File: src/rtl/mul_div_unit.sv
// mul_div_unit: multi-cycle radix-2 multiply/divide unit producing the HI/LO pair.
//   MULT/MULTU give the exact 2W-bit product (hi:lo).
//   DIV/DIVU give quotient in lo and remainder in hi. The quotient truncates
//   toward zero and the remainder takes the sign of the dividend.
//   Latency is fixed at WIDTH+2 cycles from the accepting edge to done.
// Ports:
//   clk_i          clock, rising edge
//   rst_i          synchronous active-high reset
//   start_i        request, sampled only while idle
//   op_i           00 MULT, 01 MULTU, 10 DIV, 11 DIVU
//   a_i, b_i       multiplicand/dividend, multiplier/divisor
//   busy_o         operation in progress (PREP, RUN, FIX)
//   done_o         one-cycle pulse, hi_o/lo_o updated
//   hi_o, lo_o     product upper/lower half, or remainder/quotient
//   div_by_zero_o  qualifies done_o for a divide with b = 0
module mul_div_unit #(
  parameter int WIDTH = 32
) (
  input  logic             clk_i,
  input  logic             rst_i,
  input  logic             start_i,
  input  logic [1:0]       op_i,
  input  logic [WIDTH-1:0] a_i,
  input  logic [WIDTH-1:0] b_i,
  output logic             busy_o,
  output logic             done_o,
  output logic [WIDTH-1:0] hi_o,
  output logic [WIDTH-1:0] lo_o,
  output logic             div_by_zero_o
);
  localparam int W  = WIDTH;
  localparam int CW = $clog2(WIDTH);

  typedef enum logic [1:0] {S_IDLE, S_PREP, S_RUN, S_FIX} state_e;

  state_e         state_q, state_d;
  logic [1:0]     op_q, op_d;
  logic [W-1:0]   a_q, a_d, b_q, b_d;     // raw captured operands
  logic [W-1:0]   mc_q, mc_d;             // multiplicand magnitude, or divisor magnitude
  logic [W-1:0]   mp_q, mp_d;             // multiplier magnitude, consumed LSB first
  logic [2*W-1:0] acc_q, acc_d;           // product, or {rem, quo}
  logic [CW-1:0]  cnt_q, cnt_d;
  logic           negp_q, negp_d;         // product / quotient sign
  logic           negr_q, negr_d;         // remainder sign
  logic [W-1:0]   hi_q, hi_d, lo_q, lo_d;
  logic           done_q, done_d, dbz_q, dbz_d;

  logic           is_div, sgn_op;
  logic [W-1:0]   abs_a, abs_b;
  logic [W:0]     sum, rem_sh, diff;
  logic [2*W:0]   mul_add;
  logic [2*W-1:0] mul_next, div_next, prod;
  logic [W-1:0]   quo, rem;

  assign is_div = op_q[1];
  assign sgn_op = ~op_q[0];
  assign abs_a  = (sgn_op && a_q[W-1]) ? -a_q : a_q;
  assign abs_b  = (sgn_op && b_q[W-1]) ? -b_q : b_q;

  // Shift-add step: the add can carry out of the upper half, so the carry
  // is kept as an extra top bit and falls back in on the right shift.
  assign sum      = {1'b0, acc_q[2*W-1:W]} + {1'b0, mc_q};
  assign mul_add  = mp_q[0] ? {sum, acc_q[W-1:0]} : {1'b0, acc_q};
  assign mul_next = mul_add[2*W:1];

  // Restoring divide step: rem shifted left is W+1 bits wide, bit W of the
  // difference is the borrow.
  assign rem_sh   = acc_q[2*W-1:W-1];
  assign diff     = rem_sh - {1'b0, mc_q};
  assign div_next = diff[W] ? {acc_q[2*W-2:0], 1'b0}
                            : {diff[W-1:0], acc_q[W-2:0], 1'b1};

  assign prod = negp_q ? -acc_q : acc_q;
  assign quo  = negp_q ? -acc_q[W-1:0] : acc_q[W-1:0];
  assign rem  = negr_q ? -acc_q[2*W-1:W] : acc_q[2*W-1:W];

  always_comb begin
    state_d = state_q;
    op_d    = op_q;
    a_d     = a_q;
    b_d     = b_q;
    mc_d    = mc_q;
    mp_d    = mp_q;
    acc_d   = acc_q;
    cnt_d   = cnt_q;
    negp_d  = negp_q;
    negr_d  = negr_q;
    hi_d    = hi_q;
    lo_d    = lo_q;
    done_d  = 1'b0;
    dbz_d   = 1'b0;
    case (state_q)
      S_IDLE: begin
        if (start_i) begin
          op_d    = op_i;
          a_d     = a_i;
          b_d     = b_i;
          state_d = S_PREP;
        end
      end
      S_PREP: begin
        negp_d  = sgn_op & (a_q[W-1] ^ b_q[W-1]);
        negr_d  = sgn_op & a_q[W-1];
        mc_d    = is_div ? abs_b : abs_a;
        mp_d    = abs_b;
        // The dividend rides in the low half and is shifted out into rem.
        acc_d   = is_div ? {{W{1'b0}}, abs_a} : '0;
        cnt_d   = '0;
        state_d = S_RUN;
      end
      S_RUN: begin
        acc_d = is_div ? div_next : mul_next;
        mp_d  = mp_q >> 1;
        cnt_d = cnt_q + CW'(1);
        if (cnt_q == CW'(W - 1)) state_d = S_FIX;
      end
      S_FIX: begin
        done_d  = 1'b1;
        state_d = S_IDLE;
        if (!is_div) begin
          {hi_d, lo_d} = prod;
        end else if (b_q == '0) begin
          // Divide by zero runs the full latency, then reports a fixed result.
          dbz_d = 1'b1;
          hi_d  = a_q;
          lo_d  = '1;
        end else begin
          hi_d = rem;
          lo_d = quo;
        end
      end
      default: state_d = S_IDLE;
    endcase
  end

  always_ff @(posedge clk_i) begin
    if (rst_i) begin
      state_q <= S_IDLE;
      op_q    <= '0;
      a_q     <= '0;
      b_q     <= '0;
      mc_q    <= '0;
      mp_q    <= '0;
      acc_q   <= '0;
      cnt_q   <= '0;
      negp_q  <= 1'b0;
      negr_q  <= 1'b0;
      hi_q    <= '0;
      lo_q    <= '0;
      done_q  <= 1'b0;
      dbz_q   <= 1'b0;
    end else begin
      state_q <= state_d;
      op_q    <= op_d;
      a_q     <= a_d;
      b_q     <= b_d;
      mc_q    <= mc_d;
      mp_q    <= mp_d;
      acc_q   <= acc_d;
      cnt_q   <= cnt_d;
      negp_q  <= negp_d;
      negr_q  <= negr_d;
      hi_q    <= hi_d;
      lo_q    <= lo_d;
      done_q  <= done_d;
      dbz_q   <= dbz_d;
    end
  end

  assign busy_o        = (state_q != S_IDLE);
  assign done_o        = done_q;
  assign hi_o          = hi_q;
  assign lo_o          = lo_q;
  assign div_by_zero_o = dbz_q;
endmodule

File: config.mk
export PLATFORM = sky130hd
export DESIGN_NAME = mul_div_unit
export DESIGN_NICKNAME = d
export VERILOG_FILES = /design/src/rtl/mul_div_unit.sv
export SDC_FILE = /design/constraint.sdc
export NUM_CORES = 1
export LEC_CHECK = 0
export CORE_MARGIN = 2
export CORE_UTILIZATION = 47
export CTS_CLUSTER_DIAMETER = 120
export DETAILED_ROUTE_END_ITERATION = 16
export GPL_TIMING_DRIVEN = 1
export PLACE_DENSITY_LB_ADDON = 0.3
export SLEW_MARGIN = 10
export SYNTH_ARGS = -nofsm -noshare
export SYNTH_HDL_FRONTEND = slang
export SYNTH_SLANG_ARGS = --single-unit
File: constraint.sdc
create_clock -name clk_i -period 3.5 [get_ports clk_i]
set_clock_uncertainty 0.05 [all_clocks]
set_input_delay 1.05 -clock clk_i [delete_from_list [all_inputs] [get_ports clk_i]]
set_output_delay 1.05 -clock clk_i [all_outputs]
set_load 0.02 [all_outputs]
==> flow_metrics.py <==
metrics = {
    "power_and_ir_drop": {
        "combPwrFrac_pct": 54.0,
        "p_int_w": 0.00905,
        "pwr-share-seq_pct": 24.9,
        "clkPwrFrac_pct": 21.1,
        "powerDensity_nw_per_um2": 725,
        "leakage_nw": 9.04,
        "vdd_drop_max_v": 0.000483,
        "p_sw_share_pct": 45.4,
        "p_switching_w": 0.00753,
    },
    "die": {
        "row_count": 73,
        "boundaryPins": 136,
        "die_height_microns": 205,
        "core_area_sq_um": 39900,
        "start_util_pct": 47.8,
        "dieArea_sq_um": 42200,
        "die_x_microns": 205,
    },
    "run_status": {
        "outcome": "complete, no violations",
    },
    "layout": {
        "drive_above_1_share_pct": 9.99,
        "nets": 2895,
        "final_util_pct": 57.3,
        "area_growth_pct": 19.8,
        "layout.cells.non_filler": 3299,
        "postLayoutCellArea_sq_um": 22900,
    },
    "drt": {
        "wirelength_mm": 72.2,
        "dr.pass1.iters": 8,
        "ant_nets": 0,
        "routed_via_density": 6.11,
        "drc_errors": 0,
        "avgRoutedWirePerCell_microns": 21.9,
        "drtIter0Drc": 2160,
        "dr_total_vias": 20144,
    },
    "synth": {
        "yosys_most_used_dff": "dfxtp_1",
        "synth_top_area_share_pct": 28.2,
        "syn_nets": 2754,
        "synthTopCellsByCount": "nand2_1, dfxtp_1, nor2_1",
        "yosys.area.top_type": "dfxtp_1",
        "yosysSeqAreaShare_pct": 28.2,
        "synth_most_common_cell": "nand2_1",
        "avgSynthCellArea_sq_um": 7.31,
        "synth_warnings": 0,
        "yosysUniqueCellTypes": 76,
        "synthArstFlopShare_pct": 0,
        "syn_area_sq_um": 19100,
        "ys_seq_elements": 269,
        "synth_edf_count": 0,
        "ys_top_cells_by_area": "dfxtp_1, nand2_1, a21oi_1, mux2i_1, o21ai_0",
        "netlist_instances": 2608,
    },
    "worst_hold_path": {
        "holdCritPathClass": "register to register",
    },
    "timing": {
        "timing.max_slew.rel_slack_pct": 30.5,
        "worst_slack_ns": 0.130,
        "finalSetupViolations": 0,
        "period_minus_slack_ns": 3.37,
        "worst_pin_slew_ns": 1.04,
        "hold_ws_ns": 0.408,
        "fmax_ghz": 0.297,
        "fin_crit_sh_pct": 96.3,
        "hold_violations": 0,
        "report.final.slew_viol_count": 0,
    },
    "clock_network": {
        "cts.hold.buffers_added": 0,
        "clock_sinks": 269,
        "cts_setup_buffers": 0,
        "clockBufferDepth": 3,
        "insertion_delay_ns": 0.60,
        "cts_tree": "built",
        "htreeDepth": 1,
        "cts_buffers": 31,
        "cts.reportedPaths.clkPinSlew_ns": 0.06,
        "cts-root-buf": "clkbuf_16",
    },
    "placed_design": {
        "place_area_sq_um": 21700,
        "io_buffer_count": 135,
        "place.gp.congestion": 0.975,
        "dpl.hpwl_mm": 55.7,
        "dpl.cell_count": 3241,
        "place_ws_ns": -0.0407,
    },
    "grt": {
        "grt_max_degree": 169,
        "antenna_found_initial": 4,
        "overflow": 0,
        "track_usage_pct": 33.6,
        "grt_first_pass_wirelength_mm": 110,
        "grt_pass1_vias": 18734,
    },
    "critical_path": {
        "critPathLaunchType": "register",
        "required_ns": 3.95,
        "criticalPathCategory": "register to register",
        "cp.arrival_ns": 3.82,
        "end_kind": "register",
        "path_max_fanout": 5,
    },
    "run": {
        "max-cap-violations": 0,
    },
}
## power groups by stage
stage	clock [W]	sequential (W)	combinational (W)
detailed placement	0	0.00417	0.00862
CTS	0.00352	0.00411	0.00871
global route	0.00364	0.00418	0.00959
global placement	0	0.00415	0.00854
finish	0.00350	0.00413	0.00895
floorplan	0	0.00407	0.00542
## final timing paths
kind | cells past startpoint | startpoint | end | slack, ns
max | 9 | acc_q[16]$_SDFFE_PP0P_ | hi_o[25]$_SDFFE_PP0P_ | 0.13
min | 2 | mp_q[23]$_SDFFE_PP0P_ | mp_q[23]$_SDFFE_PP0P_ | 0.41
max reg2reg | 9 | acc_q[16]$_SDFFE_PP0P_ | hi_o[25]$_SDFFE_PP0P_ | 0.13
min reg2reg | 2 | mp_q[23]$_SDFFE_PP0P_ | mp_q[23]$_SDFFE_PP0P_ | 0.41
## metal layers
metal  wire, microns  global-route usage (%)  vias up
met5               8                       0        -
met4            3200                    14.2        2
met3            7270                    7.35      206
met2           30300                    51.2     1018
met1           31400                    45.8     9398
li1                -                       -     9520
## flip-flops by register name (all words and copies together), names as in the netlist
register       flops
a_q               32
acc_q             64
b_q               32
cnt_q              5
div_by_zero_o      1
done_o             1
hi_o              32
lo_o              32
mc_q              32
mp_q              32
negp_q             1
negr_q             1
op_q               2
state_q            2
## cells by family (layout without fill, tap and decap cells)
| group | after synthesis | count (layout) | synth area share [%] |
|---|---|---|---|
| AND/OR/NAND/NOR | 919 | 919 | 21.5 |
| AO/OA/AOI/OAI | 749 | 749 | 24.7 |
| buffers and inverters | 291 | 455 | 5.75 |
| flip-flops | 269 | 269 | 28.2 |
| XOR/XNOR | 196 | 196 | 9.00 |
| multiplexers | 107 | 107 | 5.65 |
| adder cells (fa/ha/maj) | 77 | 77 | 5.13 |
| other | 0 | 2 | 0 |
## final cells by class
| cell class | count | area (sq um) |
|---|---|---|
| Inverter | 93 | 349 |
| Clock buffer | 41 | 863 |
| Fill cell | 3703 | 17100 |
| Antenna cell | 2 | 5.00 |
| Multi-Input combinational cell | 2048 | 12700 |
| Timing Repair Buffer | 306 | 2670 |
| Clock inverter | 15 | 211 |
| Sequential cell | 269 | 5390 |
| Tap cell | 525 | 657 |
## worst max-delay path: stages, from the launching register on
cell and delay, ns:
dfxtp_1 0.31, or3_4 0.39, or4_4 0.51, or3_1 0.43
or3_4 0.44, or4_4 0.45, o41ai_4 0.23, xnor2_1 0.15
mux2i_1 0.08, a211oi_1 0.24
## cells in the final DEF (no fill, tap or decap), types with 6 or more instances in the layout
cell type        count
nand2_1            417
dfxtp_1            267
nor2_1             239
a21oi_1            219
o21ai_0            198
buf_4              168
clkdlybuf4s50_1    134
xnor2_1            114
mux2i_1            102
inv_1               89
xor2_1              82
ha_1                71
a211oi_1            62
o211ai_1            48
nor3_1              44
nand3_1             39
o31ai_1             35
a31oi_1             31
clkbuf_16           31
nor4_1              28
nand2b_1            25
or3_1               20
a21o_1              17
or4_1               16
nor2b_1             15
nand4_1             15
o41ai_1             14
o21bai_1            12
o21a_1              12
a32o_1              12
nor3b_1              9
or2_2                8
and2_1               7
a311oi_1             7
o31a_1               7
and3_1               6
a21boi_0             6
## per-stage QoR
stage | total power [W] | setup TNS (ns)
2_1_floorplan | 0.00950 | 0
3_3_place_gp | 0.0127 | 0
3_5_place_dp | 0.0128 | -0.0407
4_1_cts | 0.0163 | 0
5_1_grt | 0.0174 | -0.00527
6_report | 0.0166 | 0
## timing repair
| item | CTS | global route |
|---|---|---|
| hold endpoints to repair | 0 | 0 |
| pin swaps | 1 | 3 |
| setup endpoints to repair | 6 | 37 |
| gates resized for setup | 3 | 14 |
No activity file was read; power rests on OpenSTA's default activity.
